$ cat config.mk
export PLATFORM = sky130hd
export DESIGN_NAME = pc_sequencer
export DESIGN_NICKNAME = d
export VERILOG_FILES = /design/src/rtl/pc_sequencer.sv
export SDC_FILE = /design/constraint.sdc
export NUM_CORES = 1
export LEC_CHECK = 0
export BUFFER_PORTS_ARGS = -buffer_cell sky130_fd_sc_hd__clkbuf_2
export CAP_MARGIN = 40
export CORE_MARGIN = 3
export CORE_UTILIZATION = 44
export CTS_CLUSTER_DIAMETER = 100
export DETAILED_ROUTE_END_ITERATION = 10
export PLACE_DENSITY_LB_ADDON = 0.15
export SYNTH_ARGS = -nofsm -noshare
export SYNTH_HDL_FRONTEND = slang
export SYNTH_SLANG_ARGS = --single-unit
$ cat constraint.sdc
create_clock -name clk -period 2.3 [get_ports clk]
set_clock_uncertainty 0.1 [all_clocks]
set_input_delay 0.23 -clock clk [delete_from_list [all_inputs] [get_ports clk]]
set_output_delay 0.23 -clock clk [all_outputs]
set_load 0.01 [all_outputs]
$ cat src/rtl/pc_sequencer.sv
// pc_sequencer: instruction-fetch sequencer that owns the program counter.
// It boots the external PC register to RESET_PC and fetches the word at the
// current PC over a req/ack handshake. It then hands the word to the core,
// waits for the core to retire it, and chooses the next PC. The next PC is
// the sequential address, the branch target, or the trap vector. The
// sequencer also keeps the trap PC (epc), the trap cause and a retired-
// instruction counter.
//
// Fetch handshake: fetch_req is held high for every cycle spent in FETCH,
// with fetch_addr stable (it is pc_q, and the PC register does not load in
// FETCH). A transfer happens in the first cycle where fetch_req && fetch_ack.
// fetch_data is captured in that same cycle, and fetch_req drops in the
// following cycle. fetch_ack is ignored whenever fetch_req is low.
module pc_sequencer #(
  parameter logic [31:0] RESET_PC = 32'h0000_0000,
  parameter logic [31:0] TRAP_VEC = 32'h0000_0080,
  parameter logic [31:0] PC_INC   = 32'd4
) (
  input  logic        clk,
  input  logic        rst,
  input  logic [31:0] pc_q,
  output logic [31:0] pc_next,
  output logic        pc_ena,
  output logic        fetch_req,
  output logic [31:0] fetch_addr,
  input  logic        fetch_ack,
  input  logic [31:0] fetch_data,
  output logic [31:0] inst_q,
  output logic        inst_valid,
  input  logic        done,
  input  logic        br_taken,
  input  logic [31:0] br_target,
  input  logic        trap,
  input  logic        stall,
  output logic [31:0] epc,
  output logic        cause,
  output logic [31:0] instret,
  output logic [1:0]  dbg_state
);

  typedef enum logic [1:0] {
    BOOT   = 2'd0,
    FETCH  = 2'd1,
    ISSUE  = 2'd2,
    UPDATE = 2'd3
  } state_t;

  state_t      state;
  state_t      state_nx;
  logic [31:0] next_q;
  logic        trap_q;

  logic [31:0] dec_pc;
  logic        dec_trap;
  logic        dec_cause;

  logic        fetch_xfer;
  logic        retire;
  logic        decide;

  // A fetch transfers, a decision is taken, and a PC update commits only in
  // their owning states. This is what makes the inputs ignored elsewhere.
  assign fetch_xfer = (state == FETCH)  && fetch_ack;
  assign decide     = (state == ISSUE)  && done;
  assign retire     = (state == UPDATE) && !stall;

  assign dbg_state  = state;
  assign fetch_addr = pc_q;

  // State register; reset always returns to BOOT.
  always_ff @(posedge clk) begin
    if (rst) begin
      state <= BOOT;
    end else begin
      state <= state_nx;
    end
  end

  // Next-state logic and PC-register / fetch controls.
  always_comb begin
    state_nx  = state;
    pc_next   = next_q;
    pc_ena    = 1'b0;
    fetch_req = 1'b0;
    case (state)
      BOOT: begin
        pc_next  = RESET_PC;
        pc_ena   = 1'b1;
        state_nx = FETCH;
      end
      FETCH: begin
        fetch_req = 1'b1;
        if (fetch_ack) begin
          state_nx = ISSUE;
        end
      end
      ISSUE: begin
        if (done) begin
          state_nx = UPDATE;
        end
      end
      UPDATE: begin
        if (!stall) begin
          pc_ena   = 1'b1;
          state_nx = FETCH;
        end
      end
      default: begin
        state_nx = BOOT;
      end
    endcase
  end

  // Next-PC choice for the retiring instruction. The priority order is:
  // trap, misaligned taken branch, taken branch, then sequential.
  always_comb begin
    dec_pc    = pc_q + PC_INC;
    dec_trap  = 1'b0;
    dec_cause = 1'b0;
    if (trap) begin
      dec_pc    = TRAP_VEC;
      dec_trap  = 1'b1;
      dec_cause = 1'b0;
    end else if (br_taken && (br_target[1:0] != 2'b00)) begin
      dec_pc    = TRAP_VEC;
      dec_trap  = 1'b1;
      dec_cause = 1'b1;
    end else if (br_taken) begin
      dec_pc    = br_target;
    end
  end

  // Instruction latch and its one-cycle valid pulse.
  always_ff @(posedge clk) begin
    if (rst) begin
      inst_q     <= 32'd0;
      inst_valid <= 1'b0;
    end else begin
      inst_valid <= fetch_xfer;
      if (fetch_xfer) begin
        inst_q <= fetch_data;
      end
    end
  end

  // Registered next-PC decision, trap flag, and trap bookkeeping.
  always_ff @(posedge clk) begin
    if (rst) begin
      next_q <= RESET_PC;
      trap_q <= 1'b0;
      epc    <= 32'd0;
      cause  <= 1'b0;
    end else if (decide) begin
      next_q <= dec_pc;
      trap_q <= dec_trap;
      if (dec_trap) begin
        epc   <= pc_q;
        cause <= dec_cause;
      end
    end
  end

  // Retired-instruction counter: it counts committed non-trap decisions only.
  always_ff @(posedge clk) begin
    if (rst) begin
      instret <= 32'd0;
    end else if (retire && !trap_q) begin
      instret <= instret + 32'd1;
    end
  end

endmodule
== Word-level counts from Yosys, hierarchy flattened ==
Cells that the tools add are included.

* Bits in registers: 133
* Bits in latches: 0
* Memories kept: 0
* Input port bits: 103
* ROM bits: 0
* Output and inout port bits: 166
* RAM bits: 0

* $lt $le $gt $ge: 0
* Eq/ne operators: 6
* Reductions and logical operators: 11
* $add $sub $neg: 2
* Shifts and indexed selects: 0
* $mul: 0
* Divide/modulo/power cells: 0
* Muxes and demuxes: 14
* Bitwise gates (word level): 0

{| class="wikitable"
|+ Operator list
! operator !! count
|-
| 32-bit 2-to-1 mux || 4
|-
| 32-bit by 1-bit adder with 32-bit output (second input constant) || 1
|-
| 32-bit by 3-bit adder with 32-bit output (second input constant) || 1
|-
| 2-bit one-hot mux with 4 select lines || 1
|-
| 2-bit 2-to-1 mux || 3
|-
| 2-bit inequality test (second input constant) || 3
|-
| 1-bit logical AND || 5
|-
| 1-bit 2-to-1 mux || 5
|-
| 2-bit == test (second input constant) || 2
|-
| 3-bit AND reduction || 1
|-
| 2-bit by 1-bit == test with 1-bit output (second input constant) || 1
|-
| 1-bit zero test || 2
|-
| 2-bit zero test || 1
|-
| 1-bit one-hot mux with 2 select lines || 1
|-
| 2-bit AND reduction || 1
|-
| 2-bit nonzero test || 1
|}

== Depth between registers and ports, before layout ==
* Word-level depth: 5
* Gate-level depth with buffers: 9
* Depth with buffers taken out: 6

== Worst setup path after synthesis ==
No wires, ideal clock.

* Kind: reg2reg
* From: register state[0], in the netlist dbg_state[0]
* To: register instret[30]
* Period minus slack after synthesis: 2.282 ns
* Slack: 0.018 ns
* Arrival time: 2.062 ns
* Buffers on the path: 1
* Data required time: 2.079 ns
* Cell stages (with the launch flop): 7
* Library setup time: 0.121 ns
* Cell sequence: dfxtp_1 > ha_1 > nor3b_4 > nand4_1 > clkbuf_1 > nor4b_1 > mux2_2

* Cells in the longest elaborated chain, start to end: 3

{| class="wikitable"
|+ RTL lines
! element !! RTL line !! source
|-
| start, declared || 48 || <nowiki>state_t state;</nowiki>
|-
| start signal, assigned || 75 || <nowiki>state <= state_nx;</nowiki>
|-
| 2-bit == test || 65 || <nowiki>assign retire = (state == UPDATE) && !stall;</nowiki>
|-
| 1-bit logical AND || 65 ||
|-
| 1-bit logical AND || 167 || <nowiki>end else if (retire && !trap_q) begin</nowiki>
|-
| end signal, assigned || 168 || <nowiki>instret <= instret + 32'd1;</nowiki>
|-
| end, declared || 37 || <nowiki>output logic [31:0] instret,</nowiki>
|}

Every way passes these cells.
A chain may end at the register's enable or synchronous reset.

== Worst setup path in the final report ==
* From: input pc_q[3]
* To: register next_q[22]

* Cells in the longest elaborated chain, start to end: 4

{| class="wikitable"
|+ RTL lines
! element !! RTL line !! source
|-
| start, declared || 21 || <nowiki>input logic [31:0] pc_q,</nowiki>
|-
| 32-bit by 3-bit adder with 32-bit output || 117 || <nowiki>dec_pc = pc_q + PC_INC;</nowiki>
|-
| 32-bit 2-to-1 mux || 128 || <nowiki>end else if (br_taken) begin</nowiki>
|-
| 32-bit 2-to-1 mux || 124 || <nowiki>end else if (br_taken && (br_target[1:0] != 2'b00)) begin</nowiki>
|-
| 32-bit 2-to-1 mux || 120 || <nowiki>if (trap) begin</nowiki>
|-
| end signal, assigned || 154 || <nowiki>next_q <= dec_pc;</nowiki>
|-
| end, declared || 50 || <nowiki>logic [31:0] next_q;</nowiki>
|}

Every way passes these cells.

==> qor.csv <==
metric,value,unit
status,"complete, no violations",
number of synthesized register bits,133,
xor/xnor share of the synthesized area,0.0200,
initial core utilization,0.451,
final core area utilization,0.623,
average routed wire per standard cell,15.8,um
clock tree from TritonCTS,done,
vias,7023,
count of mapped cells out of synthesis,834,
number of setup violations in the final report,0,
number of global-route vias before repair,6403,
area occupied by registers,0.00266,sq mm
final setup slack of the worst path,0.121,ns
critical-path maximum fanout,11,
dominant combinational cell family by area after synthesis,simple AND/OR/NAND/NOR gates,
library cell with the highest instance count after synthesis,nand2_1,
I/O Buffers,268,
worst-case setup slack after placement,0.0840,ns
cell type with the highest aggregate area in the netlist,dfxtp_1,
Max Clk Rate,459,MHz
"share of synthesized cell area in and, or, nand and nor gates",0.289,
Post-synth top cells,"nand2_1, dfxtp_1, a21oi_1, clkbuf_1, nor2b_1",
share of total power in combinational logic,0.218,
startpoint class of the critical path,primary input,
sequential group share of total power,0.380,
switching power share of the total,0.307,
number of enable-type register cells in the synthesized netlist,0,
detailed-route vias per instance,5.34,
ports placed on the boundary,269,
type of element capturing the critical path,flop,
Routed Antenna Nets,0,
fraction of power consumed by the clock network,0.402,
number of buffers on the longest clock path,2,
Post-synth ARST share,0,
HPWL after detailed placement,14500,um
max-capacitance violation count,0,
synthesis-to-layout area growth,37.9,%
initial antenna violation count,0,
H-tree depth reported by CTS,4,
mean cell area of the mapped netlist,7.90,sq um
Sw Pwr,2060,uW
complex-gate fraction of the synthesized area,0.186,
Post-Synthesis Cell Area,0.00659,sq mm
internal cell power,4650,uW
clock transition at the registers of the reported paths,0.06,ns
DRT Wirelength,20700,um
required time reported for the critical path endpoint,2.51,ns
Congestion Overflow GR,0,
Final Hold Violating Endpoints,0,
clock latency on the worst-skew pair,0.41,ns
count of unresolved DRC violations after routing,0,
data arrival time at the worst-slack endpoint,2.39,ns
Peak supply drop,0.600,mV
Worst slew margin,0.650,
reported leakage power,0.00380,uW
path type of the worst min-delay path,primary input to flop,
Final Critical Period,2.18,ns
core region area,0.0146,sq mm
Final Wtd Congestion,0.870,
TritonRoute pass-1 iters,8,
number of inserted filler cells in the final layout,1342,
full die area,0.0165,sq mm
slew at the pin closest to its max-slew limit,0.523,ns
"Cell Count, Final, Fillers Out",1314,
master cell of the clock root buffer,clkbuf_16,
total number of yosys warnings,0,
total negative setup slack,0,ns
proportion of synthesized area in mux cells,0.00817,
share of cells above drive strength 1,0.316,
gr usage total,0.248,
global-route wire length before repair,32900,um
ys flop type,dfxtp_1,
largest net degree at the start of global routing,98,
area share of the leading cell type in the synthesized netlist,0.404,
power density normalized to cell area,739,mW/mm^2
die boundary width,128,um
synthesized-area fraction occupied by adder cells,0.0133,
die height,128,um
Final #Nets,1225,
synthesized net count,944,
number of distinct library cell variants in the gate-level netlist after synthesis,51,
post-CTS setup repair buffer count,0,
crit share post-route,0.948,
first-iteration detailed-routing DRC count,463,
total number of clock tree sinks,133,
dominant cells by area after synthesis,"dfxtp_1, nand2_1, a21oi_1",
number of max-slew violations in the final report,0,
RSZ-0062 raised after global routing,no,
placed insts,1235,
row cnt,44,
fraction of the yosys area taken by sequential cells,0.404,
CP Class,primary input to flop,
multi-input gate area in the final layout,0.00341,sq mm
CTS Buf Count,17,
-- metrics by stage --
| stage | hold slack (ns) | total power, uW | cell area [sq um] |
|---|---|---|---|
| after floorplan | 0.226 | 3430 | 6590 |
| after global placement | 0.337 | 3980 | 8030 |
| after detailed placement | 0.342 | 3990 | 8030 |
| after CTS | 0.00000588 | 6760 | 9070 |
| after global routing | 0.0104 | 7050 | 9080 |
| final | 0.00987 | 6710 | 9080 |
-- layer usage --
metal / global-route usage / up-vias / wire (um)
met5: 0 / - / 0
met4: 0.0861 / 0 / 427
met3: 0.0627 / 28 / 1480
met2: 0.392 / 272 / 9770
met1: 0.331 / 3225 / 9020
li1: - / 3498 / -
-- registers in the layout (all words and copies together), names as in the netlist --
name / cells
next_q: 32
instret: 32
inst_valid: 1
epc: 32
dbg_state: 2
inst_q: 32
cause: 1
trap_q: 1
-- worst paths after layout --
path	slack [ns]	to	start	cells past startpoint
worst max register to register	0.18	instret[29]$_SDFFE_PP0P_	instret[15]$_SDFFE_PP0P_	5
worst max-delay path	0.12	next_q[22]$_SDFFE_PP0P_	pc_q[3]	8
worst min-delay path	0.01	next_q[12]$_SDFFE_PP0P_	br_target[12]	3
worst min register to register	0.35	inst_q[1]$_SDFFE_PP0P_	inst_q[1]$_SDFFE_PP0P_	2
-- cells by family (layout without fill, tap and decap cells) --
logic type	after synthesis	after routing
other cells	0	2
compound gates	198	198
simple gates	371	371
mux	5	5
flops	133	133
fa+ha+maj	7	7
xor+xnor	15	15
buf+inv	105	399
-- power groups by stage --
stage | sequential, uW | combinational [uW] | clock (uW)
2_1_floorplan | 2660 | 770 | 0
3_3_place_gp | 2590 | 1380 | 0
3_5_place_dp | 2600 | 1390 | 0
5_1_grt | 2570 | 1610 | 2870
6_report | 2550 | 1460 | 2700
4_1_cts | 2550 | 1460 | 2760
-- cells in the final DEF, fill, tap and decap left out, types with 3 or more instances in the layout --
| master | n |
|---|---|
| dlygate4sd3_1 | 45 |
| dfxtp_1 | 133 |
| nand2_1 | 160 |
| o22ai_1 | 3 |
| clkbuf_16 | 17 |
| nor3_1 | 6 |
| or3_1 | 12 |
| o211a_1 | 3 |
| xor2_1 | 11 |
| or2_2 | 7 |
| inv_6 | 3 |
| nand3_1 | 20 |
| a21oi_1 | 99 |
| a311oi_1 | 8 |
| and3_1 | 7 |
| nand4_1 | 22 |
| nor2b_1 | 35 |
| clkinvlp_4 | 4 |
| and2_1 | 6 |
| clkinv_4 | 3 |
| nor2_1 | 30 |
| ha_1 | 7 |
| or4_1 | 27 |
| clkbuf_2 | 267 |
| o21ai_0 | 15 |
| a32oi_1 | 13 |
| buf_4 | 41 |
| nand2b_1 | 16 |
| inv_1 | 11 |
| mux2_2 | 3 |
| and4_1 | 9 |
| xnor2_1 | 4 |
| a31oi_1 | 5 |
| nor4_1 | 4 |
| o31ai_1 | 27 |
| a22oi_1 | 12 |
-- critical path, stage by stage --
cell           delay (ns)
dlygate4sd3_1        0.53
clkbuf_2             0.16
ha_1                 0.27
and3_1               0.21
nand4_1              0.12
buf_4                0.20
or4_1                0.41
a311oi_1             0.26
-- area by class of cell --
cell class                      instances  share of cell area
Antenna cell                            2            0.000551
Clock inverter                         13              0.0163
Inverter                               11             0.00455
Timing Repair Buffer                  356               0.236
Clock buffer                           19              0.0488
Tap cell                              184              0.0253
Sequential cell                       133               0.293
Multi-Input combinational cell        596               0.376
-- repair_timing --
action,4_1_cts,5_1_grt
setup endpoints to repair,0,9
hold buffers,45,0
resized for setup,0,1
endpoints found under the hold margin,47,0
No activity file was read; power rests on OpenSTA's default activity.
